## config.mk

```make
export PLATFORM = sky130hd
export DESIGN_NAME = conv_acc_fp16
export DESIGN_NICKNAME = d
export VERILOG_FILES = /design/src/rtl/acc_pkg.sv /design/src/rtl/float_adder.sv /design/src/rtl/conv_acc_fp16.sv
export SDC_FILE = /design/constraint.sdc
export NUM_CORES = 1
export LEC_CHECK = 0
export CORE_MARGIN = 1
export CORE_UTILIZATION = 30
export CTS_CLUSTER_SIZE = 40
export DETAILED_ROUTE_END_ITERATION = 7
export MAX_ROUTING_LAYER = met4
export PLACE_DENSITY = 0.43
export SLEW_MARGIN = 30
export SYNTH_ARGS = -nofsm -noshare
export SYNTH_HDL_FRONTEND = slang
export SYNTH_SLANG_ARGS = --single-unit
```

## constraint.sdc

```tcl
create_clock -name clk -period 31.9 [get_ports clk]
set_input_delay 6.38 -clock clk [delete_from_list [all_inputs] [get_ports clk]]
set_output_delay 6.38 -clock clk [all_outputs]
set_load 0.01 [all_outputs]
```

## src/rtl/acc_pkg.sv

```systemverilog
// Shared constants for the FP16 channel accumulator.
// Widths and FP16 encodings used by conv_acc_fp16 and float_adder.
package acc_pkg;
   localparam int FP16_W = 16;
   localparam int CH_W   = 8;
   localparam logic [FP16_W-1:0] FP16_ZERO = 16'h0000;
   localparam logic [FP16_W-1:0] FP16_ONE  = 16'h3C00;
endpackage

```

## src/rtl/float_adder.sv

```systemverilog
// Combinational FP16 adder, round-to-nearest-even.
// Subnormals are kept; NaN results use the canonical quiet 7E00.
module float_adder
   import acc_pkg::*;
(
   input  logic [FP16_W-1:0] num1,
   input  logic [FP16_W-1:0] num2,
   output logic [FP16_W-1:0] result
);
   logic        swap;
   logic [15:0] a, b;
   logic [4:0]  ea, eb, d;
   logic [10:0] ma, mb;
   logic [13:0] xa, xb;
   logic [27:0] sh;
   logic [14:0] s;
   logic [5:0]  e;
   logic [13:0] n;
   logic [11:0] r;
   logic        inc;

   always_comb begin
      swap = num2[14:0] > num1[14:0];
      a    = swap ? num2 : num1;
      b    = swap ? num1 : num2;
      ea   = (a[14:10] == 5'd0) ? 5'd1 : a[14:10];
      eb   = (b[14:10] == 5'd0) ? 5'd1 : b[14:10];
      ma   = {a[14:10] != 5'd0, a[9:0]};
      mb   = {b[14:10] != 5'd0, b[9:0]};
      d    = ea - eb;
      xa   = {ma, 3'b000};
      sh   = {mb, 3'b000, 14'd0} >> d;
      // three extra low bits: guard, round, sticky
      xb   = (d > 5'd13) ? {13'd0, |mb}
                         : (sh[27:14] | {13'd0, |sh[13:0]});
      s    = (a[15] == b[15]) ? ({1'b0, xa} + {1'b0, xb})
                              : ({1'b0, xa} - {1'b0, xb});
      e    = {1'b0, ea};
      if (s[14]) begin
         n = {s[14:2], s[1] | s[0]};
         e = e + 6'd1;
      end else begin
         n = s[13:0];
         for (int i = 0; i < 13; i++) begin
            if (!n[13] && e > 6'd1) begin
               n = n << 1;
               e = e - 6'd1;
            end
         end
      end
      inc = n[2] & (n[1] | n[0] | n[3]);
      r   = {1'b0, n[13:3]} + {11'd0, inc};
      if (r[11]) begin
         r = 12'h400;
         e = e + 6'd1;
      end
      if (e >= 6'd31)
         result = {a[15], 5'h1F, 10'd0};
      else
         result = {a[15], r[10] ? e[4:0] : 5'd0, r[9:0]};
      if (s == 15'd0)
         result = {a[15] & b[15], 15'd0};
      if (a[14:10] == 5'h1F) begin
         if (a[9:0] != 10'd0 ||
             (b[14:10] == 5'h1F && a[15] != b[15]))
            result = 16'h7E00;
         else
            result = a;
      end
   end
endmodule

```

## src/rtl/conv_acc_fp16.sv

```systemverilog
// Per-pixel FP16 channel accumulator with bias and valid/ready output.
// Define CONV_ACC_RELU_EN to clamp sign-set results to +0.
module conv_acc_fp16
   import acc_pkg::*;
(
   input  logic              clk,
   input  logic              rst_n,
   input  logic              clr,
   input  logic [CH_W-1:0]   cfg_num_ch,
   input  logic [FP16_W-1:0] cfg_bias,
   input  logic              in_valid,
   output logic              in_ready,
   input  logic [FP16_W-1:0] in_data,
   output logic              out_valid,
   input  logic              out_ready,
   output logic [FP16_W-1:0] out_data,
   output logic              busy
);
   logic [FP16_W-1:0] acc_q, acc_d, out_q, out_d;
   logic [FP16_W-1:0] addend, sum, res;
   logic [CH_W-1:0]   cnt_q, cnt_d, nch_q, nch_d, nch_cur;
   logic              ov_q, ov_d;
   logic              fire, first, last;

   float_adder u_add (
      .num1   (addend),
      .num2   (in_data),
      .result (sum)
   );

`ifdef CONV_ACC_RELU_EN
   assign res = sum[15] ? FP16_ZERO : sum;
`else
   assign res = sum;
`endif

   assign in_ready  = !clr && (!ov_q || out_ready);
   assign fire      = in_valid && in_ready;
   assign first     = cnt_q == '0;
   // config is only sampled on the first beat of a pixel
   assign nch_cur   = first ? ((cfg_num_ch == '0) ? 8'd1 : cfg_num_ch)
                            : nch_q;
   assign last      = cnt_q == nch_cur - 8'd1;
   assign addend    = first ? cfg_bias : acc_q;
   assign out_valid = ov_q;
   assign out_data  = out_q;
   assign busy      = cnt_q != '0;

   always_comb begin
      acc_d = acc_q;
      cnt_d = cnt_q;
      nch_d = nch_q;
      out_d = out_q;
      ov_d  = ov_q;
      if (ov_q && out_ready)
         ov_d = 1'b0;
      if (fire) begin
         nch_d = nch_cur;
         if (last) begin
            out_d = res;
            ov_d  = 1'b1;
            cnt_d = '0;
         end else begin
            acc_d = sum;
            cnt_d = cnt_q + 8'd1;
         end
      end
      if (clr) begin
         cnt_d = '0;
         ov_d  = 1'b0;
      end
   end

   always_ff @(posedge clk or negedge rst_n) begin
      if (!rst_n) begin
         acc_q <= FP16_ZERO;
         out_q <= FP16_ZERO;
         cnt_q <= '0;
         nch_q <= 8'd1;
         ov_q  <= 1'b0;
      end else begin
         acc_q <= acc_d;
         out_q <= out_d;
         cnt_q <= cnt_d;
         nch_q <= nch_d;
         ov_q  <= ov_d;
      end
   end
endmodule
```

==> results.tsv, run 1 <==
metric	value	unit
outcome	finished, final reports clean	
first-pass GRT wire length	83900	um
# clock sinks	49	
wire per inst	19.9	um
Ant. Diodes	0	
final setup vio count	0	
share of Yosys cell area claimed by the top area cell type	8.64	%
via count of the first global-routing pass	14800	
Critical Path AT	30.49	ns
Fin. Hold Viols	0	
remaining global-route overflow	0	
total iterations of the first detailed-routing run	6	
DRC Markers	0	
Worst Tran Pin Value	0.885	ns
dpl ws	0.111	ns
post-detail-place hpwl	42400	um
launching point of the worst reg2reg path	cnt_q[4]	
Avg Synthesized Cell Area	7.18	um^2
Hold Path End	nch_q[4]	
H-tree depth	2	
crit path time final	30.30	ns
ranking of synthesized cells by area	dfrtp_1 8.6%, mux2i_1 8.5%, ha_1 6.0%, nand2_1 5.8%, nor2_1 4.9%	
core area	45600	um^2
Post-Synthesis Cells	1936	
Reg2Reg Setup Slack	5.93	ns
unique cell type count in the Yosys netlist	133	
Layout area overhead	17.4	%
clock buffer depth	2	
gr usage total	22.3	%
async set-or-reset flop fraction in the synthesized netlist	100	%
pin count of the biggest net entering global routing	50	
Die Height	217	um
relative slew slack	41.0	%
max frequency	0.0330	GHz
ys flop type	dfrtp_1	
worst setup margin	1.60	ns
Routability Congestion	0.939	
most frequent cells after synthesis	216 x nand2_1, 183 x nor2_1, 122 x a21oi_1	
Hold Path Cell Cnt	2	
RR Endpoint	acc_q[3]	
#FFs+latches synth	49	
WP data required	32.09	ns
count leader, synth	nand2_1	
DR vias/cell	5.85	
Worst-Skew Late Latency	0.30	ns
vias	15400	
DRT iter0 DRCs	1209	
CTS tree	done	
Final #Nets	2145	
CTS clk-pin slew, worst paths	0.07	ns
post-synth top area cell	dfrtp_1	
Final Skew	0.00932	ns
row count	78	
chip width	217	um
slowest stage cell, crit path	clkdlybuf4s50_1	
Starting Density	30.5	%
sequential area share after synthesis	8.83	%
Critical Path Source Type	input port	
initial antenna violation count	0	
setup TNS	0	ns
Slowest Stage Delay on Critical Path	0.55	ns
die area	47200	um^2
Hold Buf Count CTS	0	
Crit Path Max Fanout	17	
Max-Cap Viols	0	
drt total wl	52500	um
Port Buffer Count	63	
Crit Path Class	input port to flip-flop	
post-layout util	35.8	%
Ports	64	
Max Slew Vio Count	0	
synth warn	0	
R2R depth	119	
Mapped Area	13900	um^2
CTS buffer count	5	
root buf cell	clkbuf_16	
Final ANT Viol Nets	0	
number of synthesized flops with an enable pin	0	
fin crit share	95.0	%
synthesized net count	2050	
layout cell share with drive strength beyond 1	16.4	%
HP Start	nch_q[4]	
Min-Delay Path Class	flip-flop to flip-flop	
critical path's most frequent cell	inv_1	
Worst Setup End Kind	flip-flop	
-- critical path: cells and delay by family --
| family | cells | cell delay, ns |
|---|---|---|
| AOI/OAI and AO/OA | 34 | 6.93 |
| and+or+nand+nor | 39 | 7.31 |
| muxes | 8 | 2.66 |
| adders and majority gates | 16 | 3.92 |
| xor gates and xnor gates | 6 | 1.19 |
| buffers and inverters | 13 | 2.01 |
-- what timing repair did --
item / CTS / global route
endpoints found under the setup margin: 0 / 30
buffers inserted: 0 / 19
hold endpoints to repair: 0 / 0
gates resized for setup: 0 / 19
-- how the worst max path moves through the flow --
stage / start / end / slack, ns / cells past startpoint
after detailed placement: in_data[0] / out_data[3] / 0.11 / 116
final: in_data[0] / acc_q[3] / 1.60 / 116
after floorplan: cfg_bias[0] / out_data[3] / 0.01 / 135
after global routing: in_data[0] / out_data[0] / -0.03 / 118
after CTS: in_data[0] / acc_q[3] / 0.29 / 116
after global placement: in_data[0] / out_data[0] / 0.67 / 113
-- routing by layer --
metal,global-route usage [%],vias to the layer above,part of all wire [%]
li1,-,7531,-
met5,-,-,0
met4,3.66,0,1.5
met1,29.2,7367,46
met3,1.31,69,3.7
met2,38.3,433,48
-- flip-flops by register name (all words and copies together), names as in the netlist --
register and cells:
acc_q 16, cnt_q 8, nch_q 8, out_data 16
out_valid 1
-- stage by stage --
step                hold WS (ns)  cell area (um^2)  instances
floorplan                  0.448             14400       1936
global placement           0.463             15900       2604
detailed placement         0.474             15900       2604
CTS                        0.488             16000       2612
global route               0.493             16300       2632
finish                     0.486             16300       2632
-- final cells by class --
class | count | area [um^2]
clock buffers | 6 | 139
clock inverters | 2 | 16.3
fillers | 4865 | 29300
inverters | 76 | 285
multi-input cells | 1718 | 12400
flip-flops and latches | 49 | 1230
well taps | 600 | 751
repair buffers | 181 | 1510
-- logic make-up after synthesis --
| family | synth area share, % |
|---|---|
| XOR/XNOR | 4.59 |
| flip-flops | 8.83 |
| AND/OR/NAND/NOR | 28.0 |
| buffers and inverters | 5.18 |
| multiplexers | 13.1 |
| adder cells (fa/ha/maj) | 6.46 |
| AO/OA/AOI/OAI | 33.8 |
-- cells in the final DEF (no fill, tap or decap), types with 13 or more instances in the layout --
cell / Yosys / final
nand2_1: 216 / 212
inv_1: 71 / 71
and2_1: 29 / 28
ha_1: 67 / 57
a211oi_1: 29 / 29
xor2_1: 26 / 24
a21oi_1: 122 / 119
dfrtp_1: 48 / 48
buf_4: 5 / 118
mux2_2: 49 / 46
nor4_1: 13 / 13
a31oi_1: 23 / 23
and3_1: 27 / 26
or2_2: 15 / 15
o211ai_1: 35 / 35
or3_1: 23 / 22
o21a_1: 17 / 17
mux2i_1: 118 / 118
clkdlybuf4s50_1: 0 / 62
nor2_1: 183 / 178
o31ai_1: 25 / 24
a21o_1: 24 / 23
o21ai_1: 33 / 32
nand3_1: 64 / 64
nand2b_1: 22 / 22
o21ai_0: 93 / 91
nor3_1: 61 / 60
xnor2_1: 45 / 36
nand4_1: 23 / 23
Power of run 1 is left out: the tool's default activity adds up to more than one toggle a clock period on the data nets, which glitch-free logic cannot reach.
==> run 2: changes to the inputs <==
--- a/config.mk
+++ b/config.mk
@@ -5,6 +5,8 @@
 export SDC_FILE = /design/constraint.sdc
 export NUM_CORES = 1
 export LEC_CHECK = 0
+export ABC_AREA = 1
+export CAP_MARGIN = 10
 export CORE_MARGIN = 1
 export CORE_UTILIZATION = 30
 export CTS_CLUSTER_SIZE = 40
==> results.tsv, run 2 <==
metric	value	unit	change
outcome	finished, final reports clean		unchanged
Avg Synthesized Cell Area	5.62	um^2	was 7.18 um^2
Critical Path AT	29.64	ns	was 30.49 ns
Ant. Diodes	0		unchanged
Port Buffer Count	63		unchanged
Starting Density	30.7	%	was 30.5%
Final Skew	0.00774	ns	was 0.00932 ns
CTS buffer count	5		unchanged
Worst-Skew Late Latency	0.30	ns	about the same
ys flop type	dfrtp_1		unchanged
synthesized net count	2310		was 2050
layout cell share with drive strength beyond 1	13.3	%	was 16.4%
CTS tree	done		unchanged
critical path's most frequent cell	nand2_1		was inv_1
remaining global-route overflow	0		unchanged
chip width	205	um	was 217 um
synth warn	0		unchanged
Max Slew Vio Count	0		unchanged
gr usage total	18.4	%	was 22.3%
first-pass GRT wire length	61900	um	was 83900 um
number of synthesized flops with an enable pin	0		unchanged
initial antenna violation count	0		unchanged
Max-Cap Viols	0		unchanged
total iterations of the first detailed-routing run	5		was 6
H-tree depth	2		unchanged
drt total wl	38000	um	was 52500 um
most frequent cells after synthesis	698 x nand2_1, 297 x inv_1, 231 x nand3_1		was 216 x nand2_1, 183 x nor2_1, 122 x a21oi_1
post-synth top area cell	nand2_1		was dfrtp_1
count leader, synth	nand2_1		unchanged
Critical Path Source Type	input port		unchanged
sequential area share after synthesis	9.94	%	was 8.83%
relative slew slack	47.4	%	was 41.0%
Ports	64		unchanged
row count	73		was 78
ranking of synthesized cells by area	nand2_1 21%, dfrtp_1 9.7%, nand3_1 9.4%, inv_1 9.0%, o21ai_0 7.1%		was dfrtp_1 8.6%, mux2i_1 8.5%, ha_1 6.0%, nand2_1 5.8%, nor2_1 4.9%
core area	40200	um^2	was 45600 um^2
Routability Congestion	0.874		was 0.939
most frequent cells in the layout	698 x nand2_1, 295 x inv_1, 231 x nand3_1, 175 x o21ai_0, 115 x nor2_1		was 212 x nand2_1, 178 x nor2_1, 119 x a21oi_1, 118 x mux2i_1, 118 x buf_4
root buf cell	clkbuf_16		unchanged
Worst Setup End Kind	flip-flop		unchanged
Layout area overhead	10.1	%	was 17.4%
DRT iter0 DRCs	687		was 1209
Slowest Stage Delay on Critical Path	0.48	ns	was 0.55 ns
vias	13100		was 15400
share of Yosys cell area claimed by the top area cell type	21.2	%	was 8.64%
most common cell after layout, fill and taps aside	nand2_1		unchanged
Min-Delay Path Class	flip-flop to flip-flop		unchanged
DRC Markers	0		unchanged
slowest stage cell, crit path	clkdlybuf4s50_1		unchanged
Crit Path Class	input port to flip-flop		unchanged
pin count of the biggest net entering global routing	53		was 50
Fin. Hold Viols	0		unchanged
max frequency	0.0340	GHz	was 0.0330 GHz
wire per inst	13.8	um	was 19.9 um
via count of the first global-routing pass	12200		was 14800
fin crit share	92.2	%	was 95.0%
Post-Synthesis Cells	2196		was 1936
WP data required	32.13	ns	was 32.09 ns
Worst Tran Pin Value	0.788	ns	was 0.885 ns
die area	42000	um^2	was 47200 um^2
async set-or-reset flop fraction in the synthesized netlist	100	%	unchanged
Mapped Area	12300	um^2	was 13900 um^2
clock buffer depth	2		unchanged
Final #Nets	2337		was 2145
unique cell type count in the Yosys netlist	67		was 133
post-detail-place hpwl	31800	um	was 42400 um
final setup vio count	0		unchanged
post-layout util	33.8	%	was 35.8%
Die Height	205	um	was 217 um
CTS clk-pin slew, worst paths	0.07	ns	about the same
#FFs+latches synth	49		unchanged
# clock sinks	49		unchanged
DR vias/cell	4.78		was 5.85
crit path time final	29.42	ns	was 30.30 ns
Final ANT Viol Nets	0		unchanged
Crit Path Max Fanout	32		was 17
Min Hold Slack	0.485	ns	was 0.486 ns
[run 2: cell types whose count changed in the layout (fill, tap and decap cells not counted), sizes merged, moves of 52 or more]
cell	delta
a21oi	-67
buf	-98
inv	+257
mux2	-54
mux2i	-113
nand2	+597
nand3	+180
nor3	-52
o21ai	+77
[run 2: timing repair]
action                     4_1_cts  5_1_grt
setup buffers                    0       13
resized for setup                0       22
hold endpoints to repair         0        0
setup endpoints to repair        0       30
hold buffers                     0        0
[run 2: area by class of cell]
type | count | area, um^2
fill | 4625 | 26600
multi-input combinational | 1744 | 9510
inverter | 340 | 1290
sequential | 49 | 1230
timing repair buffer | 83 | 776
tap | 525 | 657
clock buffer | 6 | 129
clock inverter | 2 | 10.0
[run 2: cells by family after synthesis]
| group | synth area share [%] |
|---|---|
| buffers and inverters | 14.3 |
| muxes | 0.486 |
| AOI/OAI and AO/OA | 14.6 |
| xor gates and xnor gates | 3.48 |
| DFF | 9.94 |
| and+or+nand+nor | 50.1 |
| adders and majority gates | 7.11 |
[run 2: worst max-delay path, delay by kind of cell]
kind	cells	cell delay, ns
compound gates	11	1.65
simple gates	111	14.01
buf+inv	29	3.15
fa+ha+maj	17	4.20
xor+xnor	1	0.15
[run 2: routing by layer]
layer | share of wire [%] | track usage (%)
met1 | 53 | 26.5
met2 | 45 | 29.3
met3 | 2.0 | 0.859
met4 | 0.51 | 1.69
met5 | 0 | -
[run 2: worst paths after layout]
| kind | start | end | slack, ns | cells past startpoint |
|---|---|---|---|---|
| setup / recovery | cfg_bias[6] | out_data[4] | 2.48 | 169 |
| hold / removal | out_data[1] | out_data[1] | 0.49 | 2 |
| setup reg to reg | cnt_q[0] | out_data[4] | 6.74 | 173 |
| hold reg to reg | out_data[1] | out_data[1] | 0.49 | 2 |
| max in group asynchronous | rst_n | acc_q[13] | 25.27 | 2 |
| min in group asynchronous | rst_n | nch_q[7] | 6.21 | 2 |
[run 2: through the flow]
step                      worst slack [ns]  TNS, ns  instance area (um^2)  std cells
after global routing               -0.0597  -0.0974                 13600       2749
final                                 2.48        0                 13600       2749
after CTS                             1.01        0                 13300       2732
after floorplan                       5.80        0                 12300       2196
after global placement                1.29        0                 13200       2724
after detailed placement             0.735        0                 13200       2724
Power of run 2 is left out for the same reason.
==> run 3: changes to the inputs <==
--- a/config.mk
+++ b/config.mk
@@ -8,11 +8,11 @@
 export ABC_AREA = 1
 export CAP_MARGIN = 10
 export CORE_MARGIN = 1
-export CORE_UTILIZATION = 30
+export CORE_UTILIZATION = 40
 export CTS_CLUSTER_SIZE = 40
 export DETAILED_ROUTE_END_ITERATION = 7
 export MAX_ROUTING_LAYER = met4
-export PLACE_DENSITY = 0.43
+export PLACE_DENSITY = 0.55
 export SLEW_MARGIN = 30
 export SYNTH_ARGS = -nofsm -noshare
 export SYNTH_HDL_FRONTEND = slang
==> results.tsv, run 3 (same netlist as run 2, synthesis figures left out) <==
metric	value	unit	change
DRC Markers	0		unchanged
row count	63		was 73
Starting Density	41.1	%	was 30.7%
HP Start	nch_q[2]		was out_data[1]
H-tree depth	2		unchanged
fin crit share	93.0	%	was 92.2%
most common cell after layout, fill and taps aside	nand2_1		unchanged
remaining global-route overflow	0		unchanged
die area	31600	um^2	was 42000 um^2
CTS clk-pin slew, worst paths	0.06	ns	was 0.07 ns
total iterations of the first detailed-routing run	5		unchanged
Routability Congestion	0.930		was 0.874
# clock sinks	49		unchanged
chip width	178	um	was 205 um
Placed Area	13000	um^2	was 13200 um^2
Max-Cap Viols	0		unchanged
Max Slew Vio Count	0		unchanged
post-detail-place hpwl	29300	um	was 31800 um
Final Skew	0.00907	ns	was 0.00774 ns
Cells after DPL	2587		was 2724
Critical Path AT	29.83	ns	was 29.64 ns
gr usage total	22.8	%	was 18.4%
core area	30000	um^2	was 40200 um^2
buffers and inverters on the worst path	27		was 29
CTS tree	done		unchanged
WP data required	32.07	ns	was 32.13 ns
crit path time final	29.66	ns	was 29.42 ns
CTS buffer count	5		unchanged
fin cells	2609		was 2749
Crit Path Class	input port to flip-flop		unchanged
slowest stage cell, crit path	fa_2		was clkdlybuf4s50_1
Layout area overhead	8.00	%	was 10.1%
via count of the first global-routing pass	11800		was 12200
Worst Tran Pin Value	0.783	ns	was 0.788 ns
drt total wl	35600	um	was 38000 um
Die Height	178	um	was 205 um
Ports	64		unchanged
DR vias/cell	5.07		was 4.78
wire per inst	13.6	um	was 13.8 um
final setup vio count	0		unchanged
Crit Path Max Fanout	34		was 32
launching point of the worst reg2reg path	cnt_q[1]		was cnt_q[0]
Worst-Skew Late Latency	0.28	ns	was 0.30 ns
Critical Path Source Type	input port		unchanged
CP startpoint	cfg_bias[11]		was cfg_bias[6]
relative slew slack	47.6	%	was 47.4%
Ant. Diodes	0		unchanged
Slowest Stage Delay on Critical Path	0.74	ns	was 0.48 ns
Final #Nets	2332		was 2337
max frequency	0.0337	GHz	was 0.0340 GHz
initial antenna violation count	0		unchanged
Port Buffer Count	63		unchanged
outcome	finished, final reports clean		unchanged
Hold Buf Count CTS	0		unchanged
pin count of the biggest net entering global routing	53		unchanged
vias	13200		was 13100
DRT iter0 DRCs	937		was 687
design area	13300	um^2	was 13600 um^2
first-pass GRT wire length	58000	um	was 61900 um
Worst Setup End Kind	flip-flop		unchanged
root buf cell	clkbuf_16		unchanged
clock buffer depth	2		unchanged
critical path's most frequent cell	nand2_1		unchanged
Min-Delay Path Class	flip-flop to flip-flop		unchanged
delay-heaviest family, CP	simple AND/OR/NAND/NOR gates		unchanged
Final ANT Viol Nets	0		unchanged
layout cell share with drive strength beyond 1	12.8	%	was 13.3%
Fin. Hold Viols	0		unchanged
most frequent cells in the layout	697 x nand2_1, 296 x inv_1, 231 x nand3_1, 174 x o21ai_0, 117 x nor2_1		was 698 x nand2_1, 295 x inv_1, 231 x nand3_1, 175 x o21ai_0, 115 x nor2_1
-- run 3: cell count changes in the layout (fill, tap and decap cells not counted), sizes merged --
cell | previous run | this run
clkbuf | 6 | 7
clkinvlp | 2 | 1
nand2 | 817 | 816
inv | 332 | 333
clkinv | 8 | 7
buf | 21 | 17
-- run 3: final cells by class --
class                   count  area, um^2
inverters                 340        1280
flip-flops and latches     49        1230
well taps                 390         488
multi-input cells        1743        9450
clock buffers               7         133
clock inverters             1        5.00
repair buffers             79         746
fillers                  3289       16700
-- run 3: final timing paths --
kind | to | cells after the start | slack [ns]
max in group asynchronous | nch_q[6] | 2 | 25.26
setup reg to reg | acc_q[10] | 173 | 6.56
setup / recovery | acc_q[10] | 166 | 2.24
hold reg to reg | nch_q[2] | 2 | 0.48
hold / removal | nch_q[2] | 2 | 0.48
min in group asynchronous | cnt_q[5] | 2 | 6.18
-- run 3: per-layer routing --
layer,up-vias,GRT usage (%),routed length [um]
li1,7032,-,-
met1,5947,32.7,18500
met2,226,35.6,15600
met3,35,1.31,1040
met4,0,3.10,463
met5,-,-,0
-- run 3: repair_timing --
item / in CTS / in global routing
endpoints found under the setup margin: 0 / 30
gates resized for setup: 0 / 15
setup buffers: 0 / 11
-- run 3: per-stage QoR --
step	TNS (ns)	utilization [%]	worst slack [ns]	hold slack, ns
final	0	44.4	2.24	0.485
after global routing	-0.107	44.4	-0.0430	0.504
after CTS	0	43.8	1.04	0.481
after detailed placement	0	43.3	0.811	0.464
after global placement	0	43.3	1.49	0.463
after floorplan	0	-	5.80	0.444
-- run 3: worst reg2reg max path, delay by kind of cell (launching register included) --
family / cells / cell delay, ns
simple gates: 114 / 14.46
fa+ha+maj: 19 / 5.01
buf+inv: 29 / 3.33
compound gates: 11 / 2.03
flops: 1 / 0.41
Power of run 3 is left out for the same reason.
